`config.mk`:
```
export PLATFORM = sky130hd
export DESIGN_NAME = mc_control_unit
export DESIGN_NICKNAME = d
export VERILOG_FILES = /design/src/rtl/mc_control_unit_pkg.sv /design/src/rtl/mc_decode.sv /design/src/rtl/mc_control_unit.sv
export SDC_FILE = /design/constraint.sdc
export NUM_CORES = 1
export LEC_CHECK = 0
export BUFFER_PORTS_ARGS = -buffer_cell sky130_fd_sc_hd__buf_4
export CAP_MARGIN = 10
export CORE_MARGIN = 2
export CORE_UTILIZATION = 40
export CTS_CLUSTER_SIZE = 25
export DETAILED_ROUTE_END_ITERATION = 12
export MAX_ROUTING_LAYER = met4
export PLACE_DENSITY = 0.83
export SYNTH_ARGS = -nofsm -noshare
export SYNTH_HDL_FRONTEND = slang
export SYNTH_HIERARCHICAL = 1
export SYNTH_SLANG_ARGS = --single-unit
```
`constraint.sdc`:
```
create_clock -name clk -period 1.8 [get_ports clk]
set_clock_uncertainty 0.05 [all_clocks]
set_input_delay 0.09 -clock clk [delete_from_list [all_inputs] [get_ports clk]]
set_output_delay 0.09 -clock clk [all_outputs]
set_load 0.05 [all_outputs]
```
`src/rtl/mc_control_unit_pkg.sv`:
```
// Shared constants for the TSC multi-cycle control unit:
// opcodes, ALU function codes, FSM states, mux select encodings.
package mc_control_unit_pkg;

  localparam int WORD_W = 16;
  localparam int FUNC_W = 6;

  localparam logic [3:0] OP_BNE   = 4'd0;
  localparam logic [3:0] OP_BEQ   = 4'd1;
  localparam logic [3:0] OP_BGZ   = 4'd2;
  localparam logic [3:0] OP_BLZ   = 4'd3;
  localparam logic [3:0] OP_ADI   = 4'd4;
  localparam logic [3:0] OP_ORI   = 4'd5;
  localparam logic [3:0] OP_LHI   = 4'd6;
  localparam logic [3:0] OP_LWD   = 4'd7;
  localparam logic [3:0] OP_SWD   = 4'd8;
  localparam logic [3:0] OP_JMP   = 4'd9;
  localparam logic [3:0] OP_JAL   = 4'd10;
  localparam logic [3:0] OP_RTYPE = 4'd15;

  localparam logic [5:0] FN_SHR = 6'd7;
  localparam logic [5:0] FN_JPR = 6'd25;
  localparam logic [5:0] FN_JRL = 6'd26;
  localparam logic [5:0] FN_WWD = 6'd28;
  localparam logic [5:0] FN_HLT = 6'd29;

  localparam logic [5:0] FUNC_ADD = 6'd0;
  localparam logic [5:0] FUNC_SUB = 6'd1;
  localparam logic [5:0] FUNC_AND = 6'd2;
  localparam logic [5:0] FUNC_ORR = 6'd3;
  localparam logic [5:0] FUNC_NOT = 6'd4;
  localparam logic [5:0] FUNC_TCP = 6'd5;
  localparam logic [5:0] FUNC_SHL = 6'd6;
  localparam logic [5:0] FUNC_SHR = 6'd7;
  localparam logic [5:0] FUNC_ADI = 6'd8;
  localparam logic [5:0] FUNC_ORI = 6'd9;
  localparam logic [5:0] FUNC_LHI = 6'd10;
  localparam logic [5:0] FUNC_LWD = 6'd11;
  localparam logic [5:0] FUNC_SWD = 6'd12;
  localparam logic [5:0] FUNC_BPC = 6'd13;

  localparam logic [1:0] SRCB_RT  = 2'd0;
  localparam logic [1:0] SRCB_IMM = 2'd1;
  localparam logic [1:0] SRCB_ONE = 2'd2;

  localparam logic [1:0] PC_ALU = 2'd0;
  localparam logic [1:0] PC_BR  = 2'd1;
  localparam logic [1:0] PC_JMP = 2'd2;
  localparam logic [1:0] PC_RS  = 2'd3;

  localparam logic [1:0] DST_RT   = 2'd0;
  localparam logic [1:0] DST_RD   = 2'd1;
  localparam logic [1:0] DST_LINK = 2'd2;

  localparam logic [1:0] WB_ALU = 2'd0;
  localparam logic [1:0] WB_MDR = 2'd1;
  localparam logic [1:0] WB_PC  = 2'd2;

  typedef enum logic [2:0] {
    S_IF, S_ID, S_EX, S_MEM, S_WB, S_HALT
  } state_t;

  typedef enum logic [3:0] {
    C_NOP, C_RTYPE, C_ITYPE, C_LWD,
    C_SWD, C_BR, C_JMP, C_JAL,
    C_JPR, C_JRL, C_WWD, C_HLT
  } iclass_t;

endpackage

```
`src/rtl/mc_decode.sv`:
```
// Combinational decode: instr -> instruction class + EX-stage ALU op.
// Ports: instr in; cls, ex_op out.
module mc_decode
  import mc_control_unit_pkg::*;
(
  input  logic [15:0] instr,
  output iclass_t     cls,
  output logic [5:0]  ex_op
);

  logic [3:0] opc;
  logic [5:0] fn;
  logic       unused_bits;

  assign opc         = instr[15:12];
  assign fn          = instr[5:0];
  assign unused_bits = ^instr[11:6];

  always_comb begin
    cls   = C_NOP;
    ex_op = FUNC_ADD;
    unique case (1'b1)
      (opc <= OP_BLZ): begin
        cls   = C_BR;
        ex_op = FUNC_BPC;
      end
      (opc == OP_ADI): begin
        cls   = C_ITYPE;
        ex_op = FUNC_ADI;
      end
      (opc == OP_ORI): begin
        cls   = C_ITYPE;
        ex_op = FUNC_ORI;
      end
      (opc == OP_LHI): begin
        cls   = C_ITYPE;
        ex_op = FUNC_LHI;
      end
      (opc == OP_LWD): begin
        cls   = C_LWD;
        ex_op = FUNC_LWD;
      end
      (opc == OP_SWD): begin
        cls   = C_SWD;
        ex_op = FUNC_SWD;
      end
      (opc == OP_JMP): cls = C_JMP;
      (opc == OP_JAL): cls = C_JAL;
      (opc == OP_RTYPE && fn <= FN_SHR): begin
        // R-type func codes line up with FUNC_ADD..FUNC_SHR
        cls   = C_RTYPE;
        ex_op = FUNC_ADD + fn;
      end
      (opc == OP_RTYPE && fn == FN_JPR): cls = C_JPR;
      (opc == OP_RTYPE && fn == FN_JRL): cls = C_JRL;
      (opc == OP_RTYPE && fn == FN_WWD): cls = C_WWD;
      (opc == OP_RTYPE && fn == FN_HLT): cls = C_HLT;
      default: cls = C_NOP;
    endcase
  end

endmodule

```
`src/rtl/mc_control_unit.sv`:
```
// Multi-cycle IF/ID/EX/MEM/WB control FSM for the 16-bit TSC CPU.
// Ports: clk, reset_n, instr, mem_ready, bcond in; ALU/mux/enable
// controls, wwd_valid, is_halted, num_inst out.
// Macro INST_COUNT_EN enables the retired-instruction counter.
module mc_control_unit
  import mc_control_unit_pkg::*;
#(
  parameter int WORD_W = 16,
  parameter int FUNC_W = 6
)(
  input  logic              clk,
  input  logic              reset_n,
  input  logic [WORD_W-1:0] instr,
  input  logic              mem_ready,
  input  logic              bcond,
  output logic [FUNC_W-1:0] alu_op,
  output logic              alu_src_a,
  output logic [1:0]        alu_src_b,
  output logic [1:0]        pc_src,
  output logic              pc_write,
  output logic              ir_write,
  output logic              i_or_d,
  output logic              mem_read,
  output logic              mem_write,
  output logic              reg_write,
  output logic [1:0]        reg_dst,
  output logic [1:0]        wb_src,
  output logic              wwd_valid,
  output logic              is_halted,
  output logic [WORD_W-1:0] num_inst
);

  state_t     state;
  state_t     nxt;
  iclass_t    cls;
  logic [5:0] ex_op;
  logic       retire;

  mc_decode u_dec (
    .instr (instr[15:0]),
    .cls   (cls),
    .ex_op (ex_op)
  );

  always_ff @(posedge clk or negedge reset_n) begin
    if (!reset_n) begin
      state     <= S_IF;
      is_halted <= 1'b0;
    end else begin
      state <= nxt;
      if (state == S_ID && cls == C_HLT)
        is_halted <= 1'b1;
    end
  end

  // Outputs are forced low while reset is held so an
  // in-flight memory request drops immediately.
  always_comb begin
    nxt       = state;
    retire    = 1'b0;
    alu_op    = '0;
    alu_src_a = 1'b0;
    alu_src_b = SRCB_RT;
    pc_src    = PC_ALU;
    pc_write  = 1'b0;
    ir_write  = 1'b0;
    i_or_d    = 1'b0;
    mem_read  = 1'b0;
    mem_write = 1'b0;
    reg_write = 1'b0;
    reg_dst   = DST_RT;
    wb_src    = WB_ALU;
    wwd_valid = 1'b0;
    if (reset_n) begin
      unique case (state)
        S_IF: begin
          mem_read = 1'b1;
          if (mem_ready) begin
            ir_write  = 1'b1;
            alu_op    = FUNC_ADD;
            alu_src_b = SRCB_ONE;
            pc_write  = 1'b1;
            nxt       = S_ID;
          end
        end
        S_ID: begin
          nxt    = S_IF;
          retire = 1'b1;
          unique case (cls)
            C_JMP: begin
              pc_src   = PC_JMP;
              pc_write = 1'b1;
            end
            C_JAL: begin
              pc_src    = PC_JMP;
              pc_write  = 1'b1;
              reg_write = 1'b1;
              reg_dst   = DST_LINK;
              wb_src    = WB_PC;
            end
            C_JPR: begin
              pc_src   = PC_RS;
              pc_write = 1'b1;
            end
            C_JRL: begin
              pc_src    = PC_RS;
              pc_write  = 1'b1;
              reg_write = 1'b1;
              reg_dst   = DST_LINK;
              wb_src    = WB_PC;
            end
            C_WWD: wwd_valid = 1'b1;
            C_HLT: nxt = S_HALT;
            C_NOP: ;
            default: begin
              retire = 1'b0;
              nxt    = S_EX;
            end
          endcase
        end
        S_EX: begin
          alu_op    = ex_op;
          alu_src_a = 1'b1;
          alu_src_b = SRCB_IMM;
          nxt       = S_WB;
          unique case (cls)
            C_BR: begin
              alu_src_a = 1'b0;
              pc_src    = PC_BR;
              pc_write  = bcond;
              retire    = 1'b1;
              nxt       = S_IF;
            end
            C_LWD, C_SWD: nxt = S_MEM;
            C_ITYPE: ;
            default: alu_src_b = SRCB_RT;
          endcase
        end
        S_MEM: begin
          i_or_d    = 1'b1;
          mem_read  = (cls == C_LWD);
          mem_write = (cls == C_SWD);
          if (mem_ready) begin
            if (cls == C_SWD) begin
              retire = 1'b1;
              nxt    = S_IF;
            end else begin
              nxt = S_WB;
            end
          end
        end
        S_WB: begin
          reg_write = 1'b1;
          reg_dst   = (cls == C_RTYPE) ? DST_RD : DST_RT;
          wb_src    = (cls == C_LWD) ? WB_MDR : WB_ALU;
          retire    = 1'b1;
          nxt       = S_IF;
        end
        S_HALT: ;
        default: nxt = S_IF;
      endcase
    end
  end

`ifdef INST_COUNT_EN
  logic [WORD_W-1:0] cnt;

  always_ff @(posedge clk or negedge reset_n) begin
    if (!reset_n)
      cnt <= '0;
    else if (retire)
      cnt <= cnt + 1'b1;
  end

  assign num_inst = cnt;
`else
  logic unused_retire;
  assign unused_retire = retire;
  assign num_inst      = '0;
`endif

endmodule

```
==> flow_summary.yaml <==
run_status:
  status: "finished, violations left"
  violations: "setup timing"
synthesis:
  synth_area_leader_cell: "buf_4"
  ys_warn_count: 6
  synth_cell_types: 53
  synth_area_um2: 1041
  synth.avg_cell_area_um2: 7.331
  ys_top_cells_by_count: "21 x buf_4, 8 x and3_1, 8 x nor2_1, 8 x o21ai_0"
  synth-seq-cells: 4
  synth_area_leaders: "buf_4 15%, dfrtp_1 9.6%, and3_1 4.8%"
  synth_edf_count: 0
  yosysMostFrequentCell: "buf_4"
  seq_area_frac_synth: 0.09615
  synthArstFlopShare: 1.000
  netlist_instances: 142
  synthFlopType: "dfrtp_1"
  synth.top_cell.area_share: 0.1514
cts:
  clk_pin_slew_ns: 0.03
  clock-sinks: 4
  clkLatencyLatePin_ns: 0.23
  htreeDepth: 1
  cts_root_buf: "clkbuf_4"
  cts_tree: "done"
  numCtsBuffers: 3
  clk_path_buf_depth: 2
drt:
  drc_errors: 0
  avgRoutedWirePerCell_um: 19.33
  ant_nets: 0
  first_pass_iters: 4
  vias: 1435
  route.met3.wl_um: 266
  met2_length_um: 2446
  highest_layer: "met4"
  met1_length_um: 1881
  viasPerCell: 5.881
  routed_wl_um: 4717
  drt_iter0_drc: 69
pwr:
  netSwitchingFraction: 0.5695
  peakVddDrop_mv: 1.109
  netSwitchingPower_w: 0.0008436
  comb_power_share: 0.806
  seqPwrFrac: 0.123
  power.density_nw_per_um2: 749.8
  p_int_w: 0.0006377
  pwr-share-clk: 0.071
  p_leak_nw: 0.9058
floorplanning:
  core_um2: 2477
  die_area_um2: 3027
  die_width_um: 55.02
  ios: 59
  die_height_um: 55.02
  start_util: 0.4202
  fp-row-count: 18
global_routing:
  grt_pass1_vias: 1224
  grt_usage: 0.2707
  grt_antenna_before_repair: 0
  grt_start_max_net_pins: 17
  grt_overflow: 0
  grt_pass1_wl_um: 5809
timing:
  setup_viol: 15
  postLayoutSetupSlackWorst_ns: -0.3386
  fin_crit_sh: 1.188
  grt_setup_unrepaired: "yes"
  slew_violations: 0
  fin_crit_ns: 2.139
  fmax_mhz: 467.6
  hold_violations: 0
  fin_setup_tns_ns: -2.960
layout:
  diodes: 0
  fill_cells: 140
  syn_to_final_growth_pct: 89.78
  layout-drive-gt1-share: 0.5935
  fin_cells: 244
  fin_nets: 236
  postLayoutCellArea_um2: 1976
setup_path:
  crit_type: "in -> out"
  crit_fanout: 4
  crit_family: "simple AND/OR/NAND/NOR gates"
  required_ns: 1.66
  cp_data_arrival_time_ns: 2.00
  crit_chain: "buf_6, or3b_4, a211oi_4, or3b_4, a211oi_4, a22oi_2, nor2b_4, buf_6"
  reg2reg_slack_ns: 0.19
  crit_slowest_cell: "or3b_4"
  cpPeakStageDelay_ns: 0.42
  path_buf_inv: 2
  cp-start-kind: "input pin"
  crit_path_end_kind: "primary output"
min_path:
  hp-class: "in -> async"
place:
  numPortBuffers: 34
  dpl_cell_area_um2: 1509
  dp.cells: 224
  hpwl_um: 2538
  place.gp.congestion: 0.8766
  post-place-ws_ns: -0.3641
run:
  drv_cap: 0
-- power groups by stage --
stage / combinational [W] / sequential (W) / clock (W)
after CTS: 0.00104 / 0.000166 / 0.000112
after global routing: 0.00124 / 0.000185 / 0.000115
after global placement: 0.000925 / 0.000160 / 0
final: 0.00119 / 0.000182 / 0.000105
after floorplan: 0.000705 / 0.000146 / 0
after detailed placement: 0.000955 / 0.000163 / 0
-- registers in the layout (all words and copies together) (netlist names) --
| register | cells |
|---|---|
| is_halted | 1 |
| state | 3 |
-- final cells by class --
cell class	instances	area (µm²)	share of cell area
multi-input cells	121	1026	0.5193
well taps	30	37.54	0.01900
flip-flops and latches	4	102.6	0.05193
repair buffers	82	772.0	0.3908
inverters	4	15.01	0.007600
clock buffers	3	22.52	0.01140
-- worst register-to-register path: cells and delay by family, from the launching register on --
kind	cells	cell delay, ns
buffers and inverters	2	0.28
DFF	1	0.48
and+or+nand+nor	1	0.16
AOI/OAI and AO/OA	2	0.47
-- per-layer routing --
layer	vias to the layer above	track usage
met4	0	0.1179
li1	631	-
met2	89	0.4702
met1	700	0.3225
met3	15	0.01613
met5	-	-
-- per-stage QoR --
step | utilization | total power [W] | hold WS, ns
2_1_floorplan | - | 0.0008507 | -0.2556
3_3_place_gp | 0.6091 | 0.001085 | -0.1171
3_5_place_dp | 0.6091 | 0.001118 | -0.1167
4_1_cts | 0.6909 | 0.001321 | 0.1742
5_1_grt | 0.7975 | 0.001545 | 0.2079
6_report | 0.7975 | 0.001481 | 0.2001
-- worst paths after layout --
check                           from  cells past startpoint         to
max reg2reg                 state[2]                      5   state[0]
min reg2reg                is_halted                      1  is_halted
min                          reset_n                      2   state[1]
min in group clk           mem_ready                      4   state[1]
max                         instr[2]                      8  reg_write
max in group asynchronous    reset_n                      2   state[2]
-- timing repair --
action / CTS / global route
hold buffers: 1 / 0
resized for setup: 30 / 44
setup endpoints to repair: 10 / 19
hold endpoints to repair: 4 / 0
pin swaps: 10 / 16
setup buffers: 7 / 13
-- cell usage in the layout (no fill, tap or decap), types with 2 or more instances in the layout --
| cell | instances |
|---|---|
| nor2_1 | 3 |
| nand3_1 | 3 |
| nand2_2 | 2 |
| a21oi_4 | 2 |
| buf_8 | 6 |
| nor2_4 | 2 |
| nor2b_1 | 5 |
| dfrtp_1 | 2 |
| conb_1 | 18 |
| nor2_2 | 3 |
| buf_4 | 46 |
| buf_6 | 29 |
| clkbuf_4 | 3 |
| a31oi_1 | 2 |
| nand4_1 | 2 |
| nand2_1 | 4 |
| o21a_1 | 2 |
| nand4b_1 | 3 |
| nor4b_4 | 2 |
| and3_1 | 7 |
| a21oi_1 | 3 |
| nor3_4 | 2 |
| nor3_2 | 2 |
| o21ai_0 | 7 |
| a211oi_4 | 2 |
| or3b_4 | 2 |
| dfrtp_2 | 2 |
| nand3b_1 | 3 |
| nand2b_1 | 3 |
| inv_1 | 4 |
| a21boi_0 | 2 |
-- cell families (layout without fill, tap and decap cells) --
kind of cell / after synthesis / count (layout) / synth area share
AOI/OAI and AO/OA: 40 / 40 / 0.2789
xor gates and xnor gates: 2 / 2 / 0.01683
buffers and inverters: 33 / 89 / 0.2211
DFF: 4 / 4 / 0.09616
other: 2 / 18 / 0.007214
and+or+nand+nor: 61 / 61 / 0.3798
No activity file was read; power rests on OpenSTA's default activity.
